<file path="config.mk">
export PLATFORM = sky130hd
export DESIGN_NAME = alu_issue_ctrl_flat
export DESIGN_NICKNAME = d
export VERILOG_FILES = /design/src/rtl/alu_issue_ctrl_if.sv /design/src/rtl/alu_issue_ctrl.sv /design/src/flat_wrapper.sv
export SDC_FILE = /design/constraint.sdc
export NUM_CORES = 1
export LEC_CHECK = 0
export ABC_AREA = 0
export CAP_MARGIN = 25
export CELL_PAD_IN_SITES_DETAIL_PLACEMENT = 0
export CELL_PAD_IN_SITES_GLOBAL_PLACEMENT = 2
export CORE_ASPECT_RATIO = 0.9
export CORE_MARGIN = 5
export CORE_UTILIZATION = 47
export CTS_CLUSTER_SIZE = 10
export DETAILED_ROUTE_END_ITERATION = 10
export GPL_TIMING_DRIVEN = 0
export HOLD_SLACK_MARGIN = 0.03
export PLACE_DENSITY_LB_ADDON = 0.1
export SYNTH_ARGS = -nofsm -noshare
export SYNTH_HDL_FRONTEND = slang
export SYNTH_SLANG_ARGS = --single-unit
</file>
<file path="constraint.sdc">
create_clock -name clk -period 5.7 [get_ports clk]
set_input_delay 0.57 -clock clk [delete_from_list [all_inputs] [get_ports clk]]
set_output_delay 0.57 -clock clk [all_outputs]
set_load 0.005 [all_outputs]
</file>
<file path="src/rtl/alu_issue_ctrl_if.sv">
// Command and result handshake channels of the ALU issue/retire controller.
// master = command producer / result consumer, slave = the controller.
interface alu_issue_ctrl_if #(
    parameter int N = 32
);
    logic         cmd_valid;
    logic         cmd_ready;
    logic [3:0]   cmd_s;
    logic [N-1:0] cmd_a;
    logic [N-1:0] cmd_b;
    logic         res_valid;
    logic         res_ready;
    logic [N-1:0] res_data;
    logic [3:0]   res_flags;

    modport master (
        output cmd_valid, cmd_s, cmd_a, cmd_b, res_ready,
        input  cmd_ready, res_valid, res_data, res_flags
    );

    modport slave (
        input  cmd_valid, cmd_s, cmd_a, cmd_b, res_ready,
        output cmd_ready, res_valid, res_data, res_flags
    );
endinterface

</file>
<file path="src/rtl/alu_issue_ctrl.sv">
// Issue/retire controller for a fixed-latency, non-stallable ALU stage.
// Commands queue in a FIFO and issue at most one per cycle. Issue is credit
// based: an op only leaves the command FIFO if its result is guaranteed a
// slot in the result FIFO (queued results + ops in flight < RDEPTH).
module alu_issue_ctrl #(
    parameter int N      = 32,
    parameter int CDEPTH = 4,
    parameter int RDEPTH = 4,
    parameter int LAT    = 2
) (
    input  logic            clk,
    input  logic            rst,
    alu_issue_ctrl_if.slave bus,
    output logic [3:0]      alu_s,
    output logic [N-1:0]    alu_a,
    output logic [N-1:0]    alu_b,
    input  logic [N-1:0]    alu_result,
    input  logic [3:0]      alu_flags,
    output logic            busy
);
    localparam int CAW = $clog2(CDEPTH);
    localparam int CCW = CAW + 1;
    localparam int RAW = $clog2(RDEPTH);
    localparam int RCW = RAW + 1;
    localparam int IW  = $clog2(LAT + 2);

    logic [3:0]   cmd_s_mem [CDEPTH];
    logic [N-1:0] cmd_a_mem [CDEPTH];
    logic [N-1:0] cmd_b_mem [CDEPTH];
    logic [CAW-1:0] cmd_wr_ptr;
    logic [CAW-1:0] cmd_rd_ptr;
    logic [CCW-1:0] cmd_count;

    logic [N-1:0] res_data_mem  [RDEPTH];
    logic [3:0]   res_flags_mem [RDEPTH];
    logic [RAW-1:0] res_wr_ptr;
    logic [RAW-1:0] res_rd_ptr;
    logic [RCW-1:0] res_count;

    // Bit i set means an op issued i+1 edges ago; the tail bit marks the
    // cycle in which that op's result sits on alu_result/alu_flags.
    logic [LAT:0]   issue_pipe;
    logic [IW-1:0]  inflight;
    logic [31:0]    credit_used;

    logic cmd_push;
    logic issue;
    logic capture;
    logic res_pop;

    assign bus.cmd_ready = (cmd_count != CCW'(CDEPTH));
    assign cmd_push      = bus.cmd_valid && bus.cmd_ready;
    assign credit_used   = 32'(res_count) + 32'(inflight);
    assign issue         = (cmd_count != '0) && (credit_used < 32'(RDEPTH));
    assign capture       = issue_pipe[LAT];
    assign bus.res_valid = (res_count != '0);
    assign res_pop       = bus.res_valid && bus.res_ready;
    assign bus.res_data  = bus.res_valid ? res_data_mem[res_rd_ptr]  : '0;
    assign bus.res_flags = bus.res_valid ? res_flags_mem[res_rd_ptr] : '0;
    assign busy          = (cmd_count != '0) || (inflight != '0) || (res_count != '0);

    // Count ops currently travelling through the ALU stage.
    always_comb begin
        inflight = '0;
        for (int i = 0; i <= LAT; i++) begin
            inflight = inflight + IW'(issue_pipe[i]);
        end
    end

    // Command FIFO storage; contents need no reset because count gates use.
    always_ff @(posedge clk) begin
        if (cmd_push) begin
            cmd_s_mem[cmd_wr_ptr] <= bus.cmd_s;
            cmd_a_mem[cmd_wr_ptr] <= bus.cmd_a;
            cmd_b_mem[cmd_wr_ptr] <= bus.cmd_b;
        end
    end

    // Command FIFO pointers/count, issue registers and the in-flight pipe.
    always_ff @(posedge clk or posedge rst) begin
        if (rst) begin
            cmd_wr_ptr <= '0;
            cmd_rd_ptr <= '0;
            cmd_count  <= '0;
            alu_s      <= '0;
            alu_a      <= '0;
            alu_b      <= '0;
            issue_pipe <= '0;
        end else begin
            if (cmd_push) begin
                cmd_wr_ptr <= cmd_wr_ptr + CAW'(1);
            end
            if (issue) begin
                cmd_rd_ptr <= cmd_rd_ptr + CAW'(1);
                alu_s      <= cmd_s_mem[cmd_rd_ptr];
                alu_a      <= cmd_a_mem[cmd_rd_ptr];
                alu_b      <= cmd_b_mem[cmd_rd_ptr];
            end
            cmd_count  <= cmd_count + CCW'(cmd_push) - CCW'(issue);
            issue_pipe <= {issue_pipe[LAT-1:0], issue};
        end
    end

    // Result FIFO storage written when the pipe tail says a result is due.
    always_ff @(posedge clk) begin
        if (capture) begin
            res_data_mem[res_wr_ptr]  <= alu_result;
            res_flags_mem[res_wr_ptr] <= alu_flags;
        end
    end

    // Result FIFO pointers and count; capture and pop may share an edge.
    always_ff @(posedge clk or posedge rst) begin
        if (rst) begin
            res_wr_ptr <= '0;
            res_rd_ptr <= '0;
            res_count  <= '0;
        end else begin
            if (capture) begin
                res_wr_ptr <= res_wr_ptr + RAW'(1);
            end
            if (res_pop) begin
                res_rd_ptr <= res_rd_ptr + RAW'(1);
            end
            res_count <= res_count + RCW'(capture) - RCW'(res_pop);
        end
    end

    // The credit scheme must make a capture into a full result FIFO impossible.
    assert property (@(posedge clk) disable iff (rst)
        !(capture && (res_count == RCW'(RDEPTH)) && !res_pop));

endmodule

</file>
<file path="src/flat_wrapper.sv">
// flat-port wrapper written by rule: the top's interface ports become plain ports
module alu_issue_ctrl_flat 
#(
    parameter int N      = 32,
    parameter int CDEPTH = 4,
    parameter int RDEPTH = 4,
    parameter int LAT    = 2
)
  (clk, rst, alu_s, alu_a, alu_b, alu_result, alu_flags, busy, bus_cmd_valid, bus_cmd_s, bus_cmd_a, bus_cmd_b, bus_res_ready, bus_cmd_ready, bus_res_valid, bus_res_data, bus_res_flags);
  alu_issue_ctrl_if #(.N(N)) bus_i ();
  input  logic clk;
  input  logic rst;
  output logic [3:0] alu_s;
  output logic [N-1:0] alu_a;
  output logic [N-1:0] alu_b;
  input  logic [N-1:0] alu_result;
  input  logic [3:0] alu_flags;
  output logic busy;
  input wire logic [$bits(bus_i.cmd_valid)-1:0] bus_cmd_valid;
  input wire logic [$bits(bus_i.cmd_s)-1:0] bus_cmd_s;
  input wire logic [$bits(bus_i.cmd_a)-1:0] bus_cmd_a;
  input wire logic [$bits(bus_i.cmd_b)-1:0] bus_cmd_b;
  input wire logic [$bits(bus_i.res_ready)-1:0] bus_res_ready;
  output wire logic [$bits(bus_i.cmd_ready)-1:0] bus_cmd_ready;
  output wire logic [$bits(bus_i.res_valid)-1:0] bus_res_valid;
  output wire logic [$bits(bus_i.res_data)-1:0] bus_res_data;
  output wire logic [$bits(bus_i.res_flags)-1:0] bus_res_flags;
  assign bus_i.cmd_valid = bus_cmd_valid;
  assign bus_i.cmd_s = bus_cmd_s;
  assign bus_i.cmd_a = bus_cmd_a;
  assign bus_i.cmd_b = bus_cmd_b;
  assign bus_i.res_ready = bus_res_ready;
  assign bus_cmd_ready = bus_i.cmd_ready;
  assign bus_res_valid = bus_i.res_valid;
  assign bus_res_data = bus_i.res_data;
  assign bus_res_flags = bus_i.res_flags;
  alu_issue_ctrl #(.N(N), .CDEPTH(CDEPTH), .RDEPTH(RDEPTH), .LAT(LAT)) u_core (.clk(clk), .rst(rst), .bus(bus_i), .alu_s(alu_s), .alu_a(alu_a), .alu_b(alu_b), .alu_result(alu_result), .alu_flags(alu_flags), .busy(busy));
endmodule
</file>
# --- Word-level counts from Yosys, hierarchy flattened ---
# Memory sizes are Yosys's and may differ from the RTL's. A register that Yosys moved wholly into a read port is not among the register bits.
# Index checks and enable logic that the tools add are counted.
totals:
  reg_bits: 17
  ram_bits: 416
  inputBits: 108
  output_inout_bits: 107
  elab_cells: 39
  memories: 5
classes:
  n_addsub: 11
  order_cmp: 1
  n_eq_ne: 1
  mux: 6
  n_reduce_logical: 8
memory_table:
  columns: ["memory", "words", "word_bits", "read_ports", "rd_clocked_by_memory_dff", "wr", "line_no", "rtl"]
  rows:
  - ["u_core.cmd_a_mem", 4, 32, 1, 1, 1, "alu_issue_ctrl.sv:28", "logic [N-1:0] cmd_a_mem [CDEPTH];"]
  - ["u_core.cmd_b_mem", 4, 32, 1, 1, 1, "alu_issue_ctrl.sv:29", "logic [N-1:0] cmd_b_mem [CDEPTH];"]
  - ["u_core.res_data_mem", 4, 32, 1, 0, 1, "alu_issue_ctrl.sv:34", "logic [N-1:0] res_data_mem [RDEPTH];"]
  - ["u_core.cmd_s_mem", 4, 4, 1, 1, 1, "alu_issue_ctrl.sv:27", "logic [3:0] cmd_s_mem [CDEPTH];"]
  - ["u_core.res_flags_mem", 4, 4, 1, 0, 1, "alu_issue_ctrl.sv:35", "logic [3:0] res_flags_mem [RDEPTH];"]
op_table:
  columns: ["op", "n"]
  rows:
  - ["$lt 32x3->1 const B", 1]
  - ["$mux 32", 1]
  - ["$add 2x1->2 const B", 4]
  - ["$add 3x1->3", 2]
  - ["$reduce_bool 3->1", 2]
  - ["$sub 3x1->3", 2]
  - ["$add 3x2->4", 1]
  - ["$mux 1", 4]
  - ["$mux 4", 1]
  - ["$logic_and 1x1->1", 3]
  - ["$ne 3x3->1 const B", 1]
  - ["$add 1x1->2", 1]
  - ["$add 2x1->2", 1]
  - ["$logic_or 1x1->1", 2]
  - ["$reduce_bool 2->1", 1]

# --- Logic depth before layout (Yosys ltp) ---
logic_depth:
  depth_word: 6
  mapped_depth: 13
  ltp_nobuf: 11

# --- Worst setup path after synthesis ---
# OpenSTA, ideal clock, no wires.
synth_path:
  kind: "register -> register"
  start: "register u_core.issue_pipe[2]"
  end: "register u_core.cmd_count[2]"
  setup_ns: 0.123
  t_arrival_ns: 2.988
  required_ns: 5.577
  setup_slack_ns: 2.589
  stages_incl_launch_ff: 14
  path_buffers: 2
  synth_period_minus_slack_ns: 3.111
  path_cell_list: "dfrtp_1 fa_1 ha_1 a311o_1 or2_1 buf_6 buf_12 inv_1 ha_1 inv_1 ha_1 fa_1 xnor2_1 xnor2_1"
synth_via:
  elab_chain_len: 5
synth_lines:
  columns: ["element", "line_no", "rtl"]
  rows:
  - ["from (decl)", "alu_issue_ctrl.sv:42", "logic [LAT:0] issue_pipe;"]
  - ["from (signal assigned)", "alu_issue_ctrl.sv:100", "issue_pipe <= {issue_pipe[LAT-1:0], issue};"]
  - ["$add 2x1->2", "alu_issue_ctrl.sv:66", "inflight = inflight + IW'(issue_pipe[i]);"]
  - ["$add 3x2->4", "alu_issue_ctrl.sv:53", "assign credit_used = 32'(res_count) + 32'(inflight);"]
  - ["$lt 32x3->1", "alu_issue_ctrl.sv:54", "assign issue = (cmd_count != '0) && (credit_used < 32'(RDEPTH));"]
  - ["$logic_and 1x1->1", "alu_issue_ctrl.sv:54", null]
  - ["net u_core.issue", "alu_issue_ctrl.sv:47", "logic issue;"]
  - ["$sub 3x1->3", "alu_issue_ctrl.sv:99", "cmd_count <= cmd_count + CCW'(cmd_push) - CCW'(issue);"]
  - ["to (signal assigned)", "alu_issue_ctrl.sv:99", null]
  - ["to (decl)", "alu_issue_ctrl.sv:32", "logic [CCW-1:0] cmd_count;"]
# The timed path passes the listed nets, and every way through them passes these cells.
# A chain may end at the register's enable or synchronous reset.

# --- Worst setup path in the final report ---
# Ends and elaborated chain as after synthesis.

==> metrics.txt <==
simple-gate area share of the yosys netlist 1.74%; global route overflow 0; Compound-Gate Fraction of Synth Area 0.118%; Worst Setup Slack post-DPL 2.28 ns; xor and xnor area share after synthesis less than 1%; Clk Latency, worst-skew pair ~0.58 ns; mapped cell area 0.0190 mm²; hold crit path type in -> async; die width around 220 µm; WL/cell 22.4 µm; Routed WL between 30000 and 40000 µm; Synth Net Count 932; Placed Instances between 1500 and 2000; setup ws final 2.29 ns; H-tree depth 2; share of cells above drive strength 1 23.9%; largest net degree at the start of global routing 56; clock slew at reported path FFs 0.05 ns; syn avg cell area 23.6 µm²; Post-CTS Setup Inserts 0; Setup TNS 0 ns; Yosys top cell by area edfxtp_1; antenna violations before repair 3; Arr. time, crit path 3.91 ns; post-route core utilization 58.7%; GRT Overall Usage between 15 and 20%; Placer Congestion 0.665; synth-to-layout area growth 24.4%; Worst Tran Pin Value 0.745 ns; most frequent cells in the layout 416 x edfxtp_1, 214 x clkdlybuf4s50_1, 104 x mux4_2, 85 x dfrtp_1, 68 x mux2_4; largest family of logic cells by synthesized area multiplexers; Max FO, Critical Path 10; Post-CTS Resized 0; metal3 WL ~2000 µm; Final Skew 0.00867 ns; critical path endpoint category register; status complete, no violations; Num CTS Buffers 56; Seq cells post-synth 501; setup repair after global routing missed its margin false; post-DP HPWL 23200 µm; clock root buffer clkbuf_16; power per cell area ~570 mW/mm²; Pleak a little over 8 nW; DRT Pass-1 Iters 4; Max Used Layer met5; fin crit period 3.41 ns; CP required between 6 and 7 ns; crit share post-route 59.8%; CTS Sinks between 500 and 600; Netlist cell types 31; M1 WL 16400 µm; IO Count 215; DR vias 8597; first-pass GRT wire length about 58000 µm; Initial DRC Count roughly 500; CP Launch Type register; Die Y 201 µm; Initial Utilization 47.2%; Post-route DRC 0; post-synthesis sequential area ratio about three quarters; Avg Vias per Cell 5.13; CTS tree done; Yosys warning total 0; Max-slew headroom 50.3%; CP Class reg -> reg; Clock Path Buffers 3; post-synthesis adder-cell area fraction approximately 1.2%; flip-flop and latch area 0.0146 mm²; core area 0.0404 mm²; port bufs 214; DR WL met2 roughly 18000 µm; maximum VDD drop 0.292 mV; Layout Cells excl Fill 1675; nets 1213; multiplexer share of the synthesized area 17.7%; area of the multi-input gates between 0.004 and 0.005 mm²; fin. max-slew vios 0; Synth area leaders edfxtp_1 66%, mux4_2 12%, dfrtp_1 11%; hold_buf cts 0; number of global-route vias before repair 9361; maximum clock frequency 0.293 GHz; max-cap violations 0; Core Rows 70; Cells after Synth 808; Post-DRT Antenna Nets 0; Synth top area share 65.6%; Setup-failing EPs final 0; Fillers 2977; Die Area roughly 0.045 mm²; Fin. Hold Viols 0; most common cell after layout, fill and taps aside edfxtp_1
==> cell usage after synthesis <==
cell type / instances
a21boi_1: 1
a311o_1: 1
and2_1: 45
buf_1: 2
buf_12: 7
buf_2: 6
buf_4: 5
buf_6: 2
clkbuf_1: 6
clkbuf_4: 3
dfrtp_1: 85
dlygate4sd1_1: 2
dlymetal6s2s_1: 2
dlymetal6s4s_1: 1
edfxtp_1: 416
fa_1: 3
ha_1: 13
inv_1: 14
mux2_2: 1
mux2_4: 68
mux4_2: 104
nand2_1: 3
nand3_1: 1
nor2_1: 1
nor3_1: 2
nor3b_1: 1
o21ai_0: 1
or2_1: 1
or3_1: 1
xnor2_1: 7
xor2_1: 3
==> critical path, cell delays in order (launching register included) <==
cell and delay, ns:
dfrtp_1 0.49, fa_1 0.46, ha_1 0.29, a311o_1 0.38, or2_1 0.23, buf_6 0.18, buf_12 0.17, inv_1 0.07
ha_1 0.13, inv_1 0.04, ha_1 0.18, fa_1 0.37, xnor2_1 0.18, xnor2_1 0.14
==> layout make-up <==
cell class	instances	share of cell area, %
sequential	501	61.7
antenna	1	0.0106
clock inverter	1	0.0158
timing repair buffer	223	9.96
inverter	14	0.232
buffer	36	1.43
tap	540	2.85
multi-input combinational	257	17.1
clock buffer	102	6.73
==> metrics by stage <==
stage / instance area (µm²) / total power, W / hold WS, ns
floorplan: 19000 / 0.00846 / 0.386
global placement: 21900 / 0.0103 / 0.392
detailed placement: 22100 / 0.0104 / 0.403
CTS: 23700 / 0.0137 / 0.357
global route: 23700 / 0.0141 / 0.396
finish: 23700 / 0.0134 / 0.377
==> kinds of logic (layout without fill, tap and decap cells) <==
group / after synthesis / after routing
flip-flops: 501 / 501
multiplexers: 173 / 173
AND/OR/NAND/NOR: 55 / 55
buffers and inverters: 50 / 376
adder cells (fa/ha/maj): 16 / 16
XOR/XNOR: 10 / 10
AO/OA/AOI/OAI: 3 / 3
other: 0 / 1
==> worst paths after layout <==
path	to	from	slack [ns]	cells after the start
worst max-delay path	u_core.cmd_count[2]	u_core.issue_pipe[2]	2.29	13
worst min-delay path	u_core.alu_b[27]	rst	0.38	2
worst max register to register	u_core.cmd_count[2]	u_core.issue_pipe[2]	2.29	13
worst min register to register	u_core.issue_pipe[1]	u_core.issue_pipe[0]	0.41	0
max in group asynchronous	u_core.alu_a[19]	rst	4.61	3
min in group clk	u_core.issue_pipe[1]	u_core.issue_pipe[0]	0.41	0
==> power by group <==
group          total [W]  internal [W]  leakage (nW)  switching, W
clock            0.00318       0.00186         0.757       0.00132
combinational    0.00491       0.00294          2.75       0.00198
sequential       0.00531       0.00498          4.80      0.000330
total             0.0134       0.00978          8.31       0.00363
==> registers in the layout (all words and copies together), names as in the netlist <==
| name | count |
|---|---|
| u_core.cmd_a_mem | 128 |
| u_core.cmd_b_mem | 128 |
| u_core.res_flags_mem | 16 |
| u_core.cmd_rd_ptr | 2 |
| u_core.cmd_wr_ptr | 2 |
| u_core.cmd_s_mem | 16 |
| u_core.issue_pipe | 3 |
| u_core.alu_a | 32 |
| u_core.res_rd_ptr | 2 |
| u_core.res_count | 3 |
| u_core.alu_s | 4 |
| u_core.cmd_count | 3 |
| u_core.alu_b | 32 |
| u_core.res_data_mem | 128 |
| u_core.res_wr_ptr | 2 |
==> per-layer routing <==
metal  up-vias  GRT usage (%)
li1       3839              -
met1      4499           23.7
met2       187           26.9
met3        68           3.96
met4         4           5.00
met5         -              0
Note: power is estimated with default switching activity, not from simulation.
